### src/rtl/mem_arbiter.sv
// rtl/mem_arbiter.sv - two-client round-robin arbiter/sequencer for a 16x8 dual-port memory
module mem_arbiter #(
    parameter int ADDR_W = 4,
    parameter int DATA_W = 8
) (
    input  logic              clk,
    input  logic              rst,
    input  logic              a_req,
    input  logic              a_we,
    input  logic [ADDR_W-1:0] a_addr,
    input  logic [DATA_W-1:0] a_wdata,
    output logic              a_ack,
    output logic [DATA_W-1:0] a_rdata,
    input  logic              b_req,
    input  logic              b_we,
    input  logic [ADDR_W-1:0] b_addr,
    input  logic [DATA_W-1:0] b_wdata,
    output logic              b_ack,
    output logic [DATA_W-1:0] b_rdata,
    output logic              mem_w_en,
    output logic [ADDR_W-1:0] mem_w_addr,
    output logic [DATA_W-1:0] mem_w_data,
    output logic              mem_r_en,
    output logic [ADDR_W-1:0] mem_r_addr,
    input  logic [DATA_W-1:0] mem_r_data,
    output logic              busy
);

    typedef enum logic [1:0] {IDLE, ISSUE, WAIT, DONE} state_t;

    state_t              state;
    state_t              state_nxt;
    logic                grant;
    logic                grant_b;
    logic                sel_we;
    logic [ADDR_W-1:0]   sel_addr;
    logic [DATA_W-1:0]   sel_wdata;
    logic                lat_we;
    logic                lat_client;
    logic                last_grant;

    always_ff @(posedge clk or posedge rst) begin
        if (rst) begin
            state <= IDLE;
        end else begin
            state <= state_nxt;
        end
    end

    // last_grant=1 means B was served last, so A wins the next tie.
    always_comb begin
        state_nxt = state;
        grant     = 1'b0;
        grant_b   = 1'b0;
        case (state)
            IDLE: begin
                if (a_req || b_req) begin
                    grant     = 1'b1;
                    grant_b   = b_req && (!a_req || !last_grant);
                    state_nxt = ISSUE;
                end
            end
            ISSUE:   state_nxt = WAIT;
            WAIT:    state_nxt = DONE;
            DONE:    state_nxt = IDLE;
            default: state_nxt = IDLE;
        endcase
        sel_we    = grant_b ? b_we    : a_we;
        sel_addr  = grant_b ? b_addr  : a_addr;
        sel_wdata = grant_b ? b_wdata : a_wdata;
    end

    // The mem_* registers are loaded at the grant edge and so double as the latched command.
    always_ff @(posedge clk or posedge rst) begin
        if (rst) begin
            lat_we     <= 1'b0;
            lat_client <= 1'b0;
            last_grant <= 1'b1;
            mem_w_en   <= 1'b0;
            mem_w_addr <= '0;
            mem_w_data <= '0;
            mem_r_en   <= 1'b0;
            mem_r_addr <= '0;
            a_ack      <= 1'b0;
            b_ack      <= 1'b0;
            a_rdata    <= '0;
            b_rdata    <= '0;
            busy       <= 1'b0;
        end else begin
            mem_w_en   <= grant && sel_we;
            mem_w_addr <= (grant && sel_we) ? sel_addr : '0;
            mem_w_data <= (grant && sel_we) ? sel_wdata : '0;
            mem_r_en   <= grant && !sel_we;
            mem_r_addr <= (grant && !sel_we) ? sel_addr : '0;
            if (grant) begin
                lat_we     <= sel_we;
                lat_client <= grant_b;
                last_grant <= grant_b;
            end
            if (state == WAIT && !lat_we) begin
                if (lat_client) begin
                    b_rdata <= mem_r_data;
                end else begin
                    a_rdata <= mem_r_data;
                end
            end
            a_ack <= (state == DONE) && !lat_client;
            b_ack <= (state == DONE) && lat_client;
            busy  <= (state_nxt != IDLE);
        end
    end

endmodule

### config.mk
export PLATFORM = sky130hd
export DESIGN_NAME = mem_arbiter
export DESIGN_NICKNAME = d
export VERILOG_FILES = /design/src/rtl/mem_arbiter.sv
export SDC_FILE = /design/constraint.sdc
export NUM_CORES = 1
export LEC_CHECK = 0
export ABC_CLOCK_PERIOD_IN_PS = 4200
export BUFFER_PORTS_ARGS = -buffer_cell sky130_fd_sc_hd__buf_4
export CAP_MARGIN = 20
export CORE_ASPECT_RATIO = 1.1
export CORE_MARGIN = 3
export CORE_UTILIZATION = 50
export CTS_CLUSTER_DIAMETER = 200
export DETAILED_ROUTE_END_ITERATION = 10
export HOLD_SLACK_MARGIN = 0.05
export PLACE_DENSITY = 0.84
export SETUP_SLACK_MARGIN = 0.15
export SKIP_LAST_GASP = 1
export SLEW_MARGIN = 20
export SYNTH_ARGS = -nofsm -noshare
export SYNTH_HDL_FRONTEND = slang
export SYNTH_SLANG_ARGS = --single-unit
### constraint.sdc
create_clock -name clk -period 4.2 [get_ports clk]
set_input_delay 0.21 -clock clk [delete_from_list [all_inputs] [get_ports clk]]
set_output_delay 0.21 -clock clk [all_outputs]
set_load 0.05 [all_outputs]
==> results of run 1 <==
## per-stage QoR
| step | setup WS [ps] | hold slack (ps) | instance area [µm²] |
|---|---|---|---|
| CTS | 2300 | 88.7 | 2340 |
| global route | 2110 | 78.0 | 2340 |
| finish | 2280 | 106 | 2340 |
| floorplan | 2730 | 361 | 1710 |
| global placement | 2370 | 359 | 2280 |
| detailed placement | 2320 | 382 | 2280 |
## worst paths after layout
kind	start	endpoint	slack (ps)
max	state[0]	mem_w_data[3]	2280
min reg2reg	b_rdata[2]	b_rdata[2]	520
min	mem_r_data[4]	b_rdata[4]	110
min in group asynchronous	rst	b_rdata[5]	550
max in group asynchronous	rst	last_grant	3280
max reg2reg	state[0]	mem_w_data[3]	2280
## flip-flops by register name, summed over array words and instances (netlist names)
register,cells
a_rdata,8
b_rdata,8
mem_w_data,8
mem_r_addr,4
mem_w_addr,4
state,2
a_ack,1
b_ack,1
busy,1
last_grant,1
lat_client,1
lat_we,1
mem_r_en,1
mem_w_en,1
## per-layer routing
metal / vias to the layer above / routed length, µm / global-route usage
li1: 628 / - / -
met1: 667 / 1520 / 0.246
met2: 62 / 2040 / 0.344
met3: 9 / 295 / 0.0459
met4: 0 / 80 / 0.0981
met5: - / 0 / 0
## cells by family after synthesis
family | Yosys count | synth area share
mux | 16 | 0.106
compound gates | 36 | 0.128
simple gates | 28 | 0.0954
fa+ha+maj | 3 | 0.0220
buf+inv | 12 | 0.0323
flops | 42 | 0.617
## cell usage in the layout, fill, tap and decap left out, types with 2 or more instances in the layout
cell type,count
buf_4,75
dfrtp_1,41
mux2_2,16
a21oi_1,16
nand3_1,12
o21ai_0,12
inv_1,5
clkbuf_4,5
nor2_1,3
nor2b_1,3
and2_1,3
nand2_1,3
ha_1,3
a32oi_2,2
o21ai_1,2
clkinv_2,2
## final cells by class
| class | instances | area share |
|---|---|---|
| flip-flops and latches | 42 | 0.450 |
| inverters | 6 | 0.00964 |
| multi-input cells | 83 | 0.256 |
| repair buffers | 76 | 0.245 |
| well taps | 34 | 0.0182 |
| clock inverters | 2 | 0.00428 |
| clock buffers | 5 | 0.0161 |
## critical path, delay by kind of cell, from the launching register on
kind,cells,cell delay (ps)
and+or+nand+nor,1,250
AOI/OAI and AO/OA,2,670
DFF,1,370
adders and majority gates,1,420
buffers and inverters,1,70
## where the power goes
| group | internal (µW) | switching [µW] |
|---|---|---|
| Sequential | 549 | 79.4 |
| Clock | 60.3 | 121 |
| Combinational | 321 | 647 |
| Total | 930 | 847 |
## what timing repair did
item                                    in CTS  in global routing
endpoints found under the hold margin       41                  0
hold buffers                                 1                  0
endpoints found under the setup margin       0                  0
==> impl_metrics.toml, run 1 <==
[cts]
cts_buffers = 5
cts_resized = 0
clock_latency_ps = 340
clock-sinks = 42
clock_path_buffers = 2
root_buffer = "clkbuf_4"
cts_tree = "yes"
htreeDepth = 2
clk_pin_slew_ps = 110
cts_setup_buffers = 0

[layout]
antennaDiodeCount = 0
fin_util = 0.741
num-fill-cells = 228
multi_input_area_um2 = 598
fin_nets = 255
area_growth_syn_to_layout_pct = 37.0
register_area_um2 = 1050
drive_gt1_frac = 0.500
fin_cells = 248

[yosys]
synth_ff_type = "dfrtp_1"
synthCells = 137
synth_top_area_cell = "dfrtp_1"
synth.avg_cell_area_um2 = 12.4
yosysSeqAreaShare = 0.617
synthTopCellsByCount = "dfrtp_1 (41), a21oi_1 (16), mux2_2 (16), nand3_1 (12), o21ai_0 (12)"
synth_cell_types = 26
yosys_register_bits = 42
async_reset_ff_frac = 1.00
synth.most_common_cell = "dfrtp_1"
yosys-top-cells-area = "dfrtp_1 (60%), mux2_2 (11%), a21oi_1 (4.7%)"
syn_nets = 178
ys_warn_count = 0
synth_edf_count = 0
synth.cell_area_um2 = 1710
synth_top_area_share = 0.602

[timing]
rsz0062_at_grt = "false"
timing.setup.tns_ps = 0
skew_ps = 5.43
worstMarginPinSlew_ps = 649
fmax_ghz = 0.520
period_share = 0.458
drv_slew = 0
min_period_ps = 1920
setup_violations = 0
final-hold-violation-count = 0
slew_headroom = 0.567

[drt]
wirelength_um = 3930
wl_per_cell_um = 15.9
ant_nets = 0
dr.first_iter.drc_count = 50
vias = 1366
firstDrtPassIters = 4
viasPerCell = 5.51
drc = 0

[critical_path]
reg2regPathDepth = 5
worst_ep_required_time_ps = 4400
cp_max_fo = 20
critPathKind = "reg2reg"
max_stage_delay_ps = 570
crit_slowest_cell = "a32oi_2"
startpoint_type = "flip-flop"
endpoint_kind = "flip-flop"
path_cells = "inv_1, ha_1, and2_1, a32oi_2, a21oi_1"
arrival_ps = 2120

[worst_hold_path]
worstHoldPathCells = 2
hold_class = "in2reg"

[power_and_ir_drop]
ir_worst_vdd_mv = 0.331
power_density_nw_per_um2 = 761
power_leakage_uw = 0.00118
p_total_uw = 1780

[floorplan]
start_util = 0.541
die_w_um = 61.7
dieArea_um2 = 4150
rows = 21
ioPinCount = 75
coreArea_um2 = 3150
die_h_um = 67.3

[placed_design]
placement.io_buffers = 74
dp_hpwl_um = 2980
place_inst = 240
place_congestion = 0.768

[global_routing]
track_usage = 0.205
grt_overflow = 0
grt_max_degree = 43
antenna_found_initial = 0
grt_pass1_wl_um = 6140
first_global_vias = 1373

[run]
cap_violations = 0

[status]
status = "complete, no violations"
No activity file was read; power rests on OpenSTA's default activity.
==> run 2: changes to the inputs <==
ABC_CLOCK_PERIOD_IN_PS = 1600   (was 4200)
CORE_UTILIZATION = 42   (was 50)
PLACE_DENSITY = 0.75   (was 0.84)
clock period = 1.6 ns   (was 4.2 ns; I/O delays follow)
==> run 2 against run 1 <==
  * Critical path depth unchanged
  * Core utilization is 0.37 points lower
  * Setup slack worse by 2200 ps
  * First-iteration DRC count is 54% higher
  * Critical endpoint is now a_rdata[5]
  * Combinational power grew to 3.1 times the previous value
  * Final cell count is 19% higher
  * Largest cell class unchanged
  * Cell area rose by 19%
  * Fmax grew 30%
  * Register-to-register slack got worse by 2200 ps
  * Total power rose to 3.1 times the previous value
==> impl_metrics.toml, run 2 (synthesis gave the netlist of run 1 again) <==
[critical_path]
ff2ff_setup_slack_ps = 120
reg2regPathDepth = 5
cp_max_fo = 8
cp-endpoint = "a_rdata[5]"
reg2reg_from = "state[0]"
r2r_end = "a_rdata[5]"
startpoint = "state[0]"
startpoint_type = "flip-flop"
path_cells = "inv_2, ha_4, nor3b_4, buf_12, mux2_4"
endpoint_kind = "flip-flop"
crit_slowest_cell = "dfrtp_1"
worst_ep_required_time_ps = 1780
max_stage_delay_ps = 390
critPathKind = "reg2reg"
arrival_ps = 1660

[global_routing]
grt_max_degree = 43
track_usage = 0.198
grt_pass1_wl_um = 7160
first_global_vias = 1545
grt_overflow = 0
antenna_found_initial = 0

[drt]
viasPerCell = 5.05
firstDrtPassIters = 4
ant_nets = 0
wirelength_um = 4620
dr.first_iter.drc_count = 77
vias = 1484
drc = 0
wl_per_cell_um = 15.7

[worst_hold_path]
hold_class = "in2reg"

[timing]
worstMarginPinSlew_ps = 529
setup_violations = 0
slew_headroom = 0.647
rsz0062_at_grt = "true"
skew_ps = 2.15
min_period_ps = 1480
drv_slew = 0
period_share = 0.928
final-hold-violation-count = 0
fmax_ghz = 0.674

[layout]
drive_gt1_frac = 0.508
reg.largest.list = "a_rdata: 8 flops, b_rdata: 8 flops, mem_w_data: 8 flops"
fin_nets = 285
antennaDiodeCount = 0
num-fill-cells = 263
final_common_cell = "buf_4"
area_growth_syn_to_layout_pct = 62.9
fin_area_um2 = 2780
final_cell_mix = "buf_4 (85), dfrtp_1 (41), dlygate4sd3_1 (19)"

[power_and_ir_drop]
p_total_uw = 5520
power_density_nw_per_um2 = 1990
ir_worst_vdd_mv = 0.889
power_leakage_uw = 0.00137

[floorplan]
dieArea_um2 = 4860
die_w_um = 66.8
coreArea_um2 = 3770
ioPinCount = 75
rows = 23
start_util = 0.452
die_h_um = 72.8

[placed_design]
place_congestion = 0.753
post_dp_cell_area_um2 = 2340
placement.io_buffers = 74
dp_hpwl_um = 2890

[status]
status = "complete, no violations"

[cts]
cts_buffers = 5
root_buffer = "clkbuf_8"
clk_pin_slew_ps = 80
clock_latency_ps = 290
clock-sinks = 42
htreeDepth = 2
cts_tree = "yes"
clock_path_buffers = 2

[run]
cap_violations = 0
==> run 2: cell types whose count changed in the layout (fill, tap and decap cells not counted), sizes merged <==
| cell | previous run | this run |
|---|---|---|
| dlygate4sd3 | 1 | 19 |
| buf | 75 | 87 |
| clkinv | 2 | 0 |
| bufinv | 0 | 1 |
| clkbuf | 5 | 6 |
==> run 2: worst min path at each step <==
stage,endpoint,cells after the start,startpoint
after detailed placement,mem_w_data[3],3,rst
final,mem_w_data[3],3,b_wdata[3]
after CTS,mem_w_data[3],3,b_wdata[3]
after floorplan,b_rdata[0],1,mem_r_data[0]
after global routing,mem_w_data[2],3,a_wdata[2]
after global placement,mem_w_en,3,rst
==> run 2: final cells by class <==
class | count | area, µm² | area share
Timing Repair Buffer | 106 | 868 | 0.312
Sequential cell | 42 | 1050 | 0.379
Clock inverter | 1 | 30.0 | 0.0108
Multi-Input combinational cell | 83 | 661 | 0.238
Tap cell | 50 | 62.6 | 0.0225
Clock buffer | 6 | 82.6 | 0.0297
Inverter | 6 | 22.5 | 0.00810
==> run 2: through the flow <==
stage | utilization | setup slack (ps) | hold WS [ps] | TNS, ps | instances
6_report | 0.737 | 115 | 59.8 | 0 | 294
5_1_grt | 0.737 | 69.2 | 59.6 | 0 | 294
4_1_cts | 0.717 | 128 | 50.8 | 0 | 292
3_5_place_dp | 0.622 | -48.7 | 247 | -310 | 260
3_3_place_gp | 0.622 | 53.3 | 238 | 0 | 260
2_1_floorplan | - | 134 | 231 | 0 | 137
==> run 2: repair_timing <==
item | 4_1_cts | 5_1_grt
pin swaps | 1 | 2
setup endpoints to repair | 27 | 36
hold endpoints to repair | 63 | 0
resized for setup | 1 | 14
hold buffers | 19 | 0
setup buffers | 6 | 2
==> run 2: routing by layer <==
| metal | vias up | wire length [µm] | track usage |
|---|---|---|---|
| met5 | - | 0 | 0 |
| met4 | 0 | 62 | 0.0677 |
| met3 | 6 | 553 | 0.0894 |
| met2 | 84 | 2330 | 0.347 |
| met1 | 702 | 1670 | 0.209 |
| li1 | 692 | - | - |
==> run 2: where the power goes <==
group	leakage (µW)	switching, µW	internal (µW)
combinational	0.000780	1820	1170
clock	0.0000573	347	499
sequential	0.000531	235	1440
total	0.00137	2400	3110
==> run 2: critical path, delay by kind of cell, from the launching register on <==
kind / cells / cell delay, ps
buf+inv: 2 / 290
mux: 1 / 300
simple gates: 1 / 230
flops: 1 / 390
fa+ha+maj: 1 / 150
==> run 3: changes to the inputs <==
HOLD_SLACK_MARGIN = default   (was 0.05)
PLACE_DENSITY = 0.86   (was 0.75)
==> run 3 against run 2 <==
  * Count of clock-buffer cells in the layout stayed put
  * Cell area down 9.1%
  * Via count decreased by 7.6%
  * Non-clock buffer count is 21 lower
  * Core utilization decreased by 6.7 points
  * Register-to-register slack better by 30 ps
  * Combinational power decreased by 7.0%
  * Hold slack lost 29 ps
  * Sequential power about the same
  * Fmax is 2.1% higher
  * Final cell count is 6.8% lower
  * First-iteration DRC count is 1.3% lower
==> impl_metrics.toml, run 3 (synthesis gave the netlist of run 1 again) <==
[status]
status = "complete, no violations"

[power_and_ir_drop]
ir_worst_vdd_mv = 0.735
power_leakage_uw = 0.00125
p_total_uw = 5160
power_density_nw_per_um2 = 2040

[floorplan]
dieArea_um2 = 4860
rows = 23
ioPinCount = 75
die_h_um = 72.8
coreArea_um2 = 3770
start_util = 0.452
die_w_um = 66.8

[global_routing]
grt_max_degree = 43
track_usage = 0.172
first_global_vias = 1422
grt_pass1_wl_um = 6220
grt_overflow = 0
antenna_found_initial = 0

[timing]
fin_hold_ws_ps = 30.3
fmax_ghz = 0.688
timing.setup.tns_ps = 0
period_share = 0.909
drv_slew = 0
worstMarginPinSlew_ps = 503
skew_ps = 2.87
setup_violations = 0
rsz0062_at_grt = "true"
min_period_ps = 1450
slew_headroom = 0.665
final-hold-violation-count = 0

[cts]
root_buffer = "clkbuf_8"
clock_path_buffers = 2
clock_latency_ps = 280
cts_buffers = 5
clk_pin_slew_ps = 80
clock-sinks = 42
htreeDepth = 2
cts_tree = "yes"

[drt]
viasPerCell = 5.00
ant_nets = 0
vias = 1371
wirelength_um = 4060
dr.first_iter.drc_count = 76
wirelength_met1_um = 1520
route.met3.wl_um = 353
top_layer_used = "met4"
met2WireLength_um = 2170
drc = 0
wl_per_cell_um = 14.8
firstDrtPassIters = 5

[layout]
fin_util = 0.670
drive_gt1_frac = 0.545
antennaDiodeCount = 0
area_growth_syn_to_layout_pct = 48.1
final_common_cell = "buf_4"
reg.largest.list = "a_rdata: 8 flops, b_rdata: 8 flops, mem_w_data: 8 flops"
final_cell_mix = "buf_4 (82), dfrtp_1 (40), a21oi_1 (16)"
num-fill-cells = 303
fin_nets = 264

[placed_design]
place_congestion = 0.806
dp_hpwl_um = 3000
placement.io_buffers = 74

[critical_path]
endpoint_kind = "flip-flop"
startpoint_type = "flip-flop"
critPathKind = "reg2reg"
arrival_ps = 1630
worst_ep_required_time_ps = 1770
cp_max_fo = 8

[worst_hold_path]
hold_class = "in2reg"

[run]
cap_violations = 0
==> run 3: cell types whose count changed in the layout (fill, tap and decap cells not counted), moves of 2 or more <==
cell / previous run / this run
buf_12: 2 / 0
buf_4: 85 / 82
buf_6: 0 / 2
dlygate4sd3_1: 19 / 1
inv_1: 4 / 2
mux2_2: 8 / 13
mux2_4: 8 / 3
==> run 3: layout make-up <==
type,instances,area (µm²),area share
Clock buffer,6,82.6,0.0327
Clock inverter,2,12.5,0.00496
Inverter,6,22.5,0.00892
Multi-Input combinational cell,83,643,0.255
Sequential cell,42,1050,0.417
Tap cell,50,62.6,0.0248
Timing Repair Buffer,85,648,0.257
==> run 3: worst paths after layout <==
path                               start  cells past startpoint  slack [ps]             to
hold reg to reg               b_rdata[0]                      1         520     b_rdata[0]
setup reg to reg                state[0]                      5         150     a_rdata[3]
hold / removal             mem_r_data[1]                      2          30     b_rdata[1]
setup / recovery                state[0]                      5         150     a_rdata[3]
min in group asynchronous            rst                      4         470  mem_w_data[5]
max in group asynchronous            rst                      4         760       state[1]
==> run 3: layer usage <==
layer / vias up / GRT usage
met2: 59 / 0.307
met5: - / 0
met3: 2 / 0.0601
li1: 650 / -
met1: 660 / 0.188
met4: 0 / 0.0542
==> run 3: metrics by stage <==
step | cells | instance area, µm² | worst slack (ps)
floorplan | 137 | 1710 | 134
global placement | 261 | 2340 | 143
detailed placement | 261 | 2340 | 92.5
CTS | 272 | 2460 | 148
global route | 274 | 2520 | 85.7
finish | 274 | 2520 | 146
==> run 3: critical path, cell delays in order (launching register included) <==
cell and delay [ps]:
dfrtp_1 390, inv_2 110, ha_4 150, nor3b_4 180, buf_6 170, mux2_2 340
==> run 3: what timing repair did <==
item                       4_1_cts  5_1_grt
setup buffers                    2        2
cloned                           0        0
hold buffers                     1        0
pin swaps                        0        3
hold endpoints to repair        41        0
setup endpoints to repair       27       26
gates resized for setup          3        9
==> run 3: power by group <==
group | switching, µW | leakage, µW | internal (µW)
registers | 237 | 0.000530 | 1450
logic | 1760 | 0.000674 | 1020
clock network | 344 | 0.0000472 | 347
